`src/rtl/instruction_decode.sv`:
```
// RV32I instruction decode stage.
// Captures the fetched word from the IF/ID register, splits it into register indices, function
// fields, a sign-extended immediate and a format code, and hands the bundle to execute with a
// valid/ready handshake. A four-phase flush acknowledge releases fetch for the next instruction.
// Optional statistics counters are built when the macro DECODE_STATS_EN is defined; otherwise
// o_retired_count and o_illegal_count are tied to zero.
module instruction_decode #(
  parameter int unsigned FLUSH_MIN_CYCLES = 1  // 1..15
) (
  input  logic        clk,
  input  logic        rst,
  input  logic        i_data_ready,
  input  logic [31:0] i_instruction,
  input  logic        i_ex_ready,
  output logic        o_flush,
  output logic        o_valid,
  output logic [6:0]  o_opcode,
  output logic [4:0]  o_rd,
  output logic [4:0]  o_rs1,
  output logic [4:0]  o_rs2,
  output logic [2:0]  o_funct3,
  output logic [6:0]  o_funct7,
  output logic [31:0] o_imm,
  output logic [2:0]  o_format,
  output logic        o_illegal,
  output logic [15:0] o_retired_count,
  output logic [15:0] o_illegal_count
);

  // Format codes presented on o_format.
  localparam logic [2:0] FmtR   = 3'd0;
  localparam logic [2:0] FmtI   = 3'd1;
  localparam logic [2:0] FmtS   = 3'd2;
  localparam logic [2:0] FmtB   = 3'd3;
  localparam logic [2:0] FmtU   = 3'd4;
  localparam logic [2:0] FmtJ   = 3'd5;
  localparam logic [2:0] FmtIll = 3'd7;

  // Recognised RV32I major opcodes.
  localparam logic [6:0] OpReg    = 7'b0110011;
  localparam logic [6:0] OpImm    = 7'b0010011;
  localparam logic [6:0] OpLoad   = 7'b0000011;
  localparam logic [6:0] OpJalr   = 7'b1100111;
  localparam logic [6:0] OpSystem = 7'b1110011;
  localparam logic [6:0] OpStore  = 7'b0100011;
  localparam logic [6:0] OpBranch = 7'b1100011;
  localparam logic [6:0] OpLui    = 7'b0110111;
  localparam logic [6:0] OpAuipc  = 7'b0010111;
  localparam logic [6:0] OpJal    = 7'b1101111;

  localparam logic [3:0] FlushLoad = 4'(FLUSH_MIN_CYCLES - 1);

  typedef enum logic [1:0] {StIdle, StDecode, StOut, StRelease} state_e;

  state_e      state_q, state_d;
  logic [31:0] instr_q, instr_d;
  logic [3:0]  flush_cnt_q, flush_cnt_d;

  logic [6:0]  opcode_q;
  logic [4:0]  rd_q, rs1_q, rs2_q;
  logic [2:0]  funct3_q;
  logic [6:0]  funct7_q;
  logic [31:0] imm_q;
  logic [2:0]  format_q;
  logic        illegal_q;

  logic [2:0]  dec_format;
  logic [4:0]  dec_rd, dec_rs1, dec_rs2;
  logic [2:0]  dec_funct3;
  logic [6:0]  dec_funct7;
  logic [31:0] dec_imm;

  // State, instruction and flush counter registers.
  always_ff @(posedge clk or posedge rst) begin
    if (rst) begin
      state_q     <= StIdle;
      instr_q     <= '0;
      flush_cnt_q <= '0;
    end else begin
      state_q     <= state_d;
      instr_q     <= instr_d;
      flush_cnt_q <= flush_cnt_d;
    end
  end

  // Next-state logic for the capture / decode / present / release handshake.
  always_comb begin
    state_d     = state_q;
    instr_d     = instr_q;
    flush_cnt_d = flush_cnt_q;
    unique case (state_q)
      StIdle: begin
        if (i_data_ready) begin
          instr_d = i_instruction;
          state_d = StDecode;
        end
      end
      StDecode: state_d = StOut;
      StOut: begin
        if (i_ex_ready) begin
          flush_cnt_d = FlushLoad;
          state_d     = StRelease;
        end
      end
      StRelease: begin
        // Waiting for ready low stops IDLE re-capturing the instruction just consumed.
        if (flush_cnt_q != 4'd0) begin
          flush_cnt_d = flush_cnt_q - 4'd1;
        end else if (!i_data_ready) begin
          state_d = StIdle;
        end
      end
      default: state_d = StIdle;
    endcase
  end

  // Handshake outputs follow the state directly so reset clears them asynchronously.
  always_comb begin
    o_valid = (state_q == StOut);
    o_flush = (state_q == StRelease);
  end

  // Combinational decode of the latched instruction word.
  always_comb begin
    dec_format = FmtIll;
    dec_rd     = '0;
    dec_rs1    = '0;
    dec_rs2    = '0;
    dec_funct3 = '0;
    dec_funct7 = '0;
    dec_imm    = '0;

    case (instr_q[6:0])
      OpReg:                              dec_format = FmtR;
      OpImm, OpLoad, OpJalr, OpSystem:    dec_format = FmtI;
      OpStore:                            dec_format = FmtS;
      OpBranch:                           dec_format = FmtB;
      OpLui, OpAuipc:                     dec_format = FmtU;
      OpJal:                              dec_format = FmtJ;
      default:                            dec_format = FmtIll;
    endcase

    case (dec_format)
      FmtR: begin
        dec_rd     = instr_q[11:7];
        dec_rs1    = instr_q[19:15];
        dec_rs2    = instr_q[24:20];
        dec_funct3 = instr_q[14:12];
        dec_funct7 = instr_q[31:25];
      end
      FmtI: begin
        dec_rd     = instr_q[11:7];
        dec_rs1    = instr_q[19:15];
        dec_funct3 = instr_q[14:12];
        dec_imm    = {{20{instr_q[31]}}, instr_q[31:20]};
      end
      FmtS: begin
        dec_rs1    = instr_q[19:15];
        dec_rs2    = instr_q[24:20];
        dec_funct3 = instr_q[14:12];
        dec_imm    = {{20{instr_q[31]}}, instr_q[31:25], instr_q[11:7]};
      end
      FmtB: begin
        dec_rs1    = instr_q[19:15];
        dec_rs2    = instr_q[24:20];
        dec_funct3 = instr_q[14:12];
        dec_imm    = {{19{instr_q[31]}}, instr_q[31], instr_q[7], instr_q[30:25],
                      instr_q[11:8], 1'b0};
      end
      FmtU: begin
        dec_rd  = instr_q[11:7];
        dec_imm = {instr_q[31:12], 12'b0};
      end
      FmtJ: begin
        dec_rd  = instr_q[11:7];
        dec_imm = {{11{instr_q[31]}}, instr_q[31], instr_q[19:12], instr_q[20],
                   instr_q[30:21], 1'b0};
      end
      default: ;
    endcase
  end

  // Decoded bundle registers, loaded once in DECODE and held through OUT.
  always_ff @(posedge clk or posedge rst) begin
    if (rst) begin
      opcode_q  <= '0;
      rd_q      <= '0;
      rs1_q     <= '0;
      rs2_q     <= '0;
      funct3_q  <= '0;
      funct7_q  <= '0;
      imm_q     <= '0;
      format_q  <= '0;
      illegal_q <= 1'b0;
    end else if (state_q == StDecode) begin
      opcode_q  <= instr_q[6:0];
      rd_q      <= dec_rd;
      rs1_q     <= dec_rs1;
      rs2_q     <= dec_rs2;
      funct3_q  <= dec_funct3;
      funct7_q  <= dec_funct7;
      imm_q     <= dec_imm;
      format_q  <= dec_format;
      illegal_q <= (dec_format == FmtIll);
    end
  end

  assign o_opcode  = opcode_q;
  assign o_rd      = rd_q;
  assign o_rs1     = rs1_q;
  assign o_rs2     = rs2_q;
  assign o_funct3  = funct3_q;
  assign o_funct7  = funct7_q;
  assign o_imm     = imm_q;
  assign o_format  = format_q;
  assign o_illegal = illegal_q;

`ifdef DECODE_STATS_EN
  logic [15:0] retired_q, illegal_cnt_q;
  logic        accept;

  assign accept = (state_q == StOut) && i_ex_ready;

  // Wrapping counters of bundles taken by execute, total and illegal.
  always_ff @(posedge clk or posedge rst) begin
    if (rst) begin
      retired_q     <= '0;
      illegal_cnt_q <= '0;
    end else if (accept) begin
      retired_q <= retired_q + 16'd1;
      if (illegal_q) begin
        illegal_cnt_q <= illegal_cnt_q + 16'd1;
      end
    end
  end

  assign o_retired_count = retired_q;
  assign o_illegal_count = illegal_cnt_q;
`else
  assign o_retired_count = '0;
  assign o_illegal_count = '0;
`endif

endmodule
```
`config.mk`:
```
export PLATFORM = sky130hd
export DESIGN_NAME = instruction_decode
export DESIGN_NICKNAME = d
export VERILOG_FILES = /design/src/rtl/instruction_decode.sv
export SDC_FILE = /design/constraint.sdc
export NUM_CORES = 1
export LEC_CHECK = 0
export CORE_MARGIN = 2
export CORE_UTILIZATION = 40
export CTS_CLUSTER_SIZE = 30
export DETAILED_ROUTE_END_ITERATION = 8
export DONT_BUFFER_PORTS = 1
export PLACE_DENSITY = 0.67
export SLEW_MARGIN = 0
export SYNTH_ARGS = -nofsm -noshare
export SYNTH_HDL_FRONTEND = slang
export SYNTH_SLANG_ARGS = --single-unit
```
`constraint.sdc`:
```
create_clock -name clk -period 3.4 [get_ports clk]
set_input_delay 0.68 -clock clk [delete_from_list [all_inputs] [get_ports clk]]
set_output_delay 0.68 -clock clk [all_outputs]
set_load 0.1 [all_outputs]
```
==> qor.csv, run 1 <==
metric,value,unit
die_y,113,um
dr.pass1.iters,4,
ys_warn_count,0,
cp.required,2.72,ns
max_slew_margin,28.8,%
ys.flop_type,dfrtp_1,
wirelength,10700,um
post_cts_buffers,0,
crit_fanout,5,
cts_tree,done,
cts.sinks,106,
cp-end-kind,output pin,
cts_resized,0,
synth_top_area_cell,dfrtp_1,
numCtsBuffers,9,
antenna_found_initial,0,
cp-start-kind,flop,
synth_area,4740,um^2
path_delay_family,adder cells,
path_class,flop to output pin,
path_cells,ha_1,
hp-class,primary input to async pin,
core,11500,um^2
critical_path.max_stage_delay,0.89,ns
hpwl,7670,um
synthDistinctLibCells,51,
initial_core_util,41.3,%
io_buffers,0,
status,"complete, no violations",
grt.overflow.total,0,
grt_max_degree,66,
cts_hold_buf,0,
critPathBufInv,0,
cts.path.max_buffers,2,
syn_area_per_cell,12.9,um^2
yosys_register_bits,106,
hold_viol,0,
yosysMostFrequentCell,dfrtp_1,
route.met3.wl,1080,um
layout_worst_path_cycle_share,67.6,%
top_layer_used,met4,
synthArstFlopShare,100,%
met2_length,4820,um
cp_slowest_cell,ha_1,
syn_to_final_growth,7.89,%
num_antenna_cells,0,
ys_seq_area_share,56.0,%
period_needed,2.30,ns
place.gp.congestion,0.792,
dieArea,12700,um^2
drv_cap,0,
max_freq,435,MHz
arrival,1.62,ns
io_pins,138,
netlist_top_cells_count,"dfrtp_1, mux2_2, buf_4",
netlist_top_cells_area,"dfrtp_1, mux2_2, buf_4",
layout.nets,404,
maxSlewViolCount,0,
clk_pin_slew,0.07,ns
synth_edf_count,0,
via_count,2869,
wl_per_cell,20.9,um
viasPerCell,5.63,
drt_iter0_drc,190,
setup_viol,0,
die_x,113,um
clockRootBuffer,clkbuf_16,
synthCells,368,
htree_levels,3,
tns,0,ns
rows,39,
grt_pass1_vias,2916,
clock_latency,0.35,ns
synth_top_area_share,56.0,%
wl_met1,4610,um
fin_skew,0.00961,ns
worstMarginPinSlew,1.07,ns
grt_usage,17.1,%
grt_pass1_wl,16800,um
rsz0062_at_grt,no,
drcViolationCount,0,
layout-drive-gt1-share,20.2,%
ant_nets,0,
-- cells by family after synthesis --
| logic type | count (synthesis) | share of synthesized area, % |
|---|---|---|
| other | 1 | 0.0791 |
| buffers and inverters | 61 | 7.73 |
| AND/OR/NAND/NOR | 60 | 7.29 |
| flip-flops | 106 | 56.0 |
| adder cells (fa/ha/maj) | 6 | 1.58 |
| multiplexers | 51 | 11.9 |
| XOR/XNOR | 1 | 0.185 |
| AO/OA/AOI/OAI | 82 | 15.3 |
-- routing by layer --
layer	up-vias	track usage [%]
li1	1289	-
met4	0	4.47
met1	1453	22.6
met3	13	7.61
met2	114	25.9
met5	-	0
-- layout by cell type (no fill, tap or decap), types with 2 or more instances in the layout --
| cell type | instances |
|---|---|
| a22oi_1 | 5 |
| bufinv_16 | 3 |
| nand2_1 | 9 |
| clkbuf_16 | 9 |
| a2111oi_0 | 2 |
| a221o_1 | 19 |
| o2bb2ai_1 | 6 |
| mux2i_1 | 10 |
| conb_1 | 32 |
| inv_6 | 2 |
| o21ai_0 | 5 |
| a32oi_1 | 2 |
| nand2b_1 | 5 |
| buf_4 | 5 |
| dfrtp_1 | 106 |
| and3_1 | 4 |
| a21oi_1 | 4 |
| a221oi_1 | 4 |
| ha_1 | 6 |
| mux2_2 | 41 |
| inv_1 | 5 |
| nor2b_1 | 3 |
| nor3_1 | 2 |
| nand3_1 | 4 |
| nor3_2 | 3 |
| nor2_1 | 19 |
| a22o_1 | 25 |
-- worst paths after layout --
path	from	endpoint	slack (ns)	cells past startpoint
max in group asynchronous	rst	instr_q[27]	2.23	2
max reg2reg	state_q[1]	o_imm[16]	1.18	7
min reg2reg	instr_q[12]	o_funct3[0]	0.52	1
max	state_q[1]	o_flush	1.10	1
min in group clk	i_instruction[26]	instr_q[26]	0.48	1
min	rst	o_rd[1]	0.37	1
-- stage by stage --
stage	setup WS, ns	util, %	hold WS [ns]	area, um^2	cells
after global routing	1.03	44.6	0.430	5110	510
after global placement	1.24	41.5	0.490	4760	494
after detailed placement	1.21	41.5	0.508	4760	494
final	1.10	44.6	0.366	5110	510
after floorplan	1.25	-	0.473	4860	399
after CTS	1.09	44.6	0.410	5110	510
-- flip-flops by register name (all words and copies together) (netlist names) --
| signal | cells |
|---|---|
| instr_q | 32 |
| o_rs2 | 5 |
| o_format | 3 |
| o_rs1 | 5 |
| o_funct7 | 7 |
| o_rd | 5 |
| o_imm | 32 |
| state_q | 2 |
| o_funct3 | 3 |
| flush_cnt_q | 4 |
| o_illegal | 1 |
| o_opcode | 7 |
-- area by class of cell --
type,instances,area [um^2]
multi-input combinational,232,1840
clock buffer,10,239
tap,143,179
fill,1040,6350
timing repair buffer,6,57.6
clock inverter,6,119
inverter,7,30.0
sequential,106,2650
Power of run 1 is not shown: default switching activity piles up to over one toggle a cycle in this logic, so the estimate is an artifact.
==> run 2: changes to the inputs <==
==> constraint.sdc (replaced) <==
create_clock -name clk -period 2.05 [get_ports clk]
set_input_delay 0.41 -clock clk [delete_from_list [all_inputs] [get_ports clk]]
set_output_delay 0.41 -clock clk [all_outputs]
set_load 0.1 [all_outputs]
==> qor.csv, run 2 (same netlist as run 1, synthesis figures left out) <==
metric,value,unit
status,"complete, no violations",
max_slew_margin,34.9,%
setup_viol,0,
tns,0,ns
hold_viol,0,
initial_core_util,41.3,%
clk_pin_slew,0.07,ns
layout.nets,461,
die_y,113,um
worstMarginPinSlew,0.976,ns
maxSlewViolCount,0,
rows,39,
place.gp.congestion,0.846,
clock_latency,0.35,ns
ant_nets,0,
post_cts_buffers,0,
core,11500,um^2
cts.path.max_buffers,2,
hp-class,primary input to flop,
num_antenna_cells,0,
final_common_cell,dfrtp_1,
r2r_cells,6,
grt.overflow.total,0,
io_buffers,0,
dieArea,12700,um^2
hold_depth,1,
via_count,3117,
syn_to_final_growth,17.0,%
cp.required,2.28,ns
dr.pass1.iters,4,
rsz0062_at_grt,no,
cp-start-kind,flop,
grt_pass1_vias,3116,
wirelength,10900,um
drcViolationCount,0,
clockRootBuffer,clkbuf_16,
drt_iter0_drc,332,
wl_per_cell,19.3,um
arrival,2.18,ns
ff2ff_setup_slack,0.10,ns
antenna_found_initial,0,
final_cell_mix,"dfrtp_1, buf_4, mux2_2",
period_needed,1.95,ns
drv_cap,0,
grt_usage,17.5,%
grt_pass1_wl,17300,um
htree_levels,3,
hpwl,8080,um
cts.sinks,106,
fin_cells,567,
crit_fanout,7,
cts_tree,done,
numCtsBuffers,9,
layout-drive-gt1-share,31.1,%
cp-end-kind,flop,
max_freq,513,MHz
io_pins,138,
fin_ws,0.101,ns
viasPerCell,5.50,
path_class,flop to flop,
grt_max_degree,58,
dp_slack,0.0876,ns
layout_worst_path_cycle_share,95.1,%
fin_skew,0.00933,ns
dp.cells,550,
die_x,113,um
run 2: final timing paths:
kind	startpoint	end
setup / recovery	flush_cnt_q[0]	state_q[1]
hold / removal	i_instruction[9]	instr_q[9]
setup reg to reg	flush_cnt_q[0]	state_q[1]
hold reg to reg	o_imm[3]	o_imm[3]
max in group asynchronous	rst	o_funct7[3]
min in group asynchronous	rst	o_funct3[2]
run 2: worst max-delay path: stages, from the launching register on:
cell     delay (ns)
dfrtp_1        0.43
inv_1          0.11
ha_1           0.14
or3b_1         0.35
and2_1         0.23
nor2_1         0.22
mux2_2         0.36
run 2: timing repair:
item / 4_1_cts / 5_1_grt
hold buffers: 1 / 0
setup endpoints to repair: 0 / 19
hold endpoints to repair: 17 / 0
gates resized for setup: 0 / 4
run 2: final cells by class:
cell class                 instances  area [um^2]
clock buffer                      11          233
tap                              143          179
multi-input combinational        232         1850
clock inverter                     5         85.1
fill                            1014         5920
timing repair buffer              63          513
inverter                           7         30.0
sequential                       106         2650
run 2: through the flow:
stage          area [um^2]  util, %  hold WS [ns]
2_1_floorplan         4860        -         0.473
3_3_place_gp          5210     45.4         0.313
3_5_place_dp          5210     45.4         0.317
4_1_cts               5530     48.3         0.195
5_1_grt               5550     48.4         0.187
6_report              5550     48.4         0.206
run 2: metal layers:
layer | part of all wire [%] | track usage, %
met4 | 0.85 | 3.17
met3 | 11 | 8.68
met2 | 46 | 27.0
met1 | 42 | 22.7
met5 | 0 | 0
Power of run 2 is left out for the same reason.
==> patch 1, RTL diff (settings of run 2) <==
The option `DECODE_STATS_EN` is turned on by a define.
--- a/src/rtl/instruction_decode.sv
+++ b/src/rtl/instruction_decode.sv
@@ -4,6 +4,8 @@
 // valid/ready handshake. A four-phase flush acknowledge releases fetch for the next instruction.
 // Optional statistics counters are built when the macro DECODE_STATS_EN is defined; otherwise
 // o_retired_count and o_illegal_count are tied to zero.
+`define DECODE_STATS_EN
+
 module instruction_decode #(
   parameter int unsigned FLUSH_MIN_CYCLES = 1  // 1..15
 ) (
Check against the original RTL: not equivalent (Yosys sat finds a counterexample within 4 cycles, from zero or initial values and one cycle with rst high).
==> patch 1 against run 2 <==
- area after synthesis rose by 27%
- critical path depth stayed put
- routed wire length grew 36%
- die area rose by 26%
- worst setup slack better by 9.7 ps
- sequential cell count increased by 32
- global-route usage grew 1.3 points
- final area rose by 39%
- critical endpoint unchanged
==> patch 1: results <==
{
  "status": "complete, no violations",
  "n_clock_buffer": 22,
  "clock_latency_ps": 410,
  "final_nets": 630,
  "ctsHtreeMaxLevel": 4,
  "diodes": 3,
  "whs_ps": 50.53,
  "fmax_mhz": 515.7,
  "buffers_excl_clock": 111,
  "routedWlPerCell_um": 18.86,
  "grt_pass1_vias": 4388,
  "wl_mm": 14.85,
  "clk_share_pct": 8.511,
  "tightest_slew_ps": 968.1,
  "fin_skew_ps": 7.736,
  "dp.final_hpwl_mm": 10.42,
  "numCtsBuffers": 17,
  "grt_util_all_layers_pct": 18.84,
  "placed_area_um2": 7024,
  "ys_seq_area_share_pct": 57.24,
  "grt_max_degree": 139,
  "seq_cell_count": 138,
  "gp_congestion": 0.8722,
  "wl_met1_mm": 6.254,
  "sh_seq_area_pct": 44.84,
  "netlist_instances": 483,
  "inverters": 8,
  "postLayoutCellArea_um2": 7704,
  "antenna_found_initial": 2,
  "met2_length_mm": 7.455,
  "multi_input_cells": 311
}
==> patch 1: changes by cell type after synthesis, moves of 12 or more <==
| cell | run 2 | this run |
|---|---|---|
| nand2_1 | 9 | 21 |
| a221o_1 | 19 | 4 |
| xnor2_1 | 1 | 18 |
| nand3_1 | 4 | 16 |
| a21oi_1 | 4 | 32 |
| dfrtp_1 | 106 | 138 |
| buf_4 | 33 | 2 |
| xor2_1 | 0 | 13 |
==> patch 1: power by group <==
| group | internal (mW) | switching, mW |
|---|---|---|
| Sequential | 3.53 | 1.68 |
| Combinational | 1.87 | 4.29 |
| Clock | 2.20 | 1.15 |
| Total | 7.59 | 7.12 |
==> patch 1: metal layers <==
layer / vias up / GRT usage [%]
li1: 1983 / -
met1: 2152 / 23.60
met2: 123 / 30.58
met3: 28 / 5.356
met4: 0 / 8.274
met5: - / 0
==> patch 1: path summary, 6_finish.rpt <==
| check | start | end | cells after the start |
|---|---|---|---|
| worst max-delay path | flush_cnt_q[0] | state_q[1] | 6 |
| worst min-delay path | rst | o_illegal_count[13] | 2 |
| worst max register to register | flush_cnt_q[0] | state_q[1] | 6 |
| worst min register to register | o_illegal_count[15] | o_illegal_count[15] | 1 |
| max in group asynchronous | rst | instr_q[4] | 2 |
| min in group clk | i_instruction[4] | instr_q[4] | 1 |
==> patch 1: what timing repair did <==
item,4_1_cts,5_1_grt
hold endpoints to repair,0,0
gates resized for setup,0,3
pin swaps,1,0
endpoints found under the setup margin,1,14
==> patch 1: cell families (layout without fill, tap and decap cells) <==
logic type,after synthesis,after routing,share of synthesized area [%]
DFF,138,138,57.24
and+or+nand+nor,116,116,10.54
AOI/OAI and AO/OA,111,111,15.08
muxes,46,46,8.565
buffers and inverters,34,151,2.634
xor gates and xnor gates,31,31,4.500
adders and majority gates,7,7,1.452
other,0,3,0
==> patch 2, RTL diff (config.mk and constraints of run 2) <==
Without the edit above. `instr_q` no longer has a reset.
--- a/src/rtl/instruction_decode.sv
+++ b/src/rtl/instruction_decode.sv
@@ -74,13 +74,15 @@
   always_ff @(posedge clk or posedge rst) begin
     if (rst) begin
       state_q     <= StIdle;
-      instr_q     <= '0;
       flush_cnt_q <= '0;
     end else begin
       state_q     <= state_d;
-      instr_q     <= instr_d;
       flush_cnt_q <= flush_cnt_d;
     end
+  end
+
+  always_ff @(posedge clk) begin
+    instr_q <= instr_d;
   end
 
   // Next-state logic for the capture / decode / present / release handshake.
Formal check against the unedited RTL: no difference found for any inputs over 10 cycles, from zero or initial values and one cycle with rst high; that may be too few to reach the edited logic, so the function may still have changed.
==> patch 2 against run 2 <==
- global-route usage rose by 1.3 points
- worst setup slack got worse by 400 ps
- clock skew barely moved
- non-clock buffer count rose by 34
- maximum frequency fell by 17%
- final area rose by 4.4%
- routed wire length rose by 5.3%
- area after synthesis fell by 4.2%
- the flow now finishes with violations (setup timing)
- sequential cell count did not move
- sequential share of layout area rose by 0.73 points
==> patch 2: results <==
{
  "met3_length_um": 799,
  "placed_area_um2": 5225,
  "fin_skew_ps": 9.035,
  "grt_use_met2_pct": 31.37,
  "cts_resized": 26,
  "status": "finished with violations",
  "worstPathArrival_ps": 2630,
  "grt_max_degree": 75,
  "holdBufCountCts": 0,
  "whs_ps": 47.72,
  "met2_length_mm": 5.722,
  "detailedPlace.worstSlack_ps": -304.2,
  "use_met3_pct": 6.367,
  "gp_congestion": 0.8057,
  "wl_mm": 11.52,
  "synth_fa_ha_area_share_pct": 1.928,
  "drt_iter0_drc": 166,
  "routedWlPerCell_um": 19.93,
  "grt_util_all_layers_pct": 18.81,
  "place_inst": 549,
  "setup_tns_ps": -10360,
  "rr_worst_depth": 10,
  "synth.top_cells.by_count": "74 x dfrtp_1, 36 x buf_4, 32 x edfxtp_1",
  "synth-edff-count": 32,
  "synth_xor_area_share_pct": 0.1928,
  "muxShareOfSynthArea_pct": 2.397,
  "setup_violations": 58,
  "hp-class": "in2async",
  "endpoint": "o_imm[28]",
  "ys_types": 54,
  "synth-compound-area-share_pct": 17.91,
  "top_layer_used": "met4",
  "postLayoutSetupSlackWorst_ps": -294.9,
  "wl_met1_mm": 4.659,
  "dp.final_hpwl_mm": 7.539,
  "grt_pass1_wl_mm": 17.81,
  "final_nets": 476,
  "tightest_slew_ps": 961.8,
  "violations": "setup timing",
  "vias": 3132,
  "worst-path-max-fanout": 5,
  "cts_setup_buffers": 8,
  "syn_avg_cell_area_um2": 13.20
}
==> patch 2: cell count changes after synthesis, moves of 4 or more <==
cell,change
mux2_2,-34
dfrtp_1,-32
edfxtp_1,+32
mux2i_1,-7
nand2_1,+7
o21ai_0,+5
a221o_1,+4
==> patch 2: cell type report <==
| type | count | area [um^2] |
|---|---|---|
| clock inverters | 3 | 16.27 |
| well taps | 140 | 175.2 |
| inverters | 9 | 37.54 |
| multi-input cells | 210 | 1710 |
| repair buffers | 97 | 787.0 |
| flip-flops and latches | 106 | 2813 |
| fillers | 910 | 5194 |
| clock buffers | 13 | 250.2 |
==> patch 2: where the power goes <==
part	switching (mW)	internal, mW
Sequential	1.06	2.60
Combinational	2.21	0.810
Clock	0.723	0.853
==> patch 2: worst max-delay path: stages, from the launching register on <==
cell      delay [ps]
edfxtp_1         440
and4b_1          280
o211a_1          170
inv_2             60
ha_4             170
nor3b_4          200
o211ai_1         200
a211oi_4         300
buf_6            150
and2_4           190
a221o_1          120
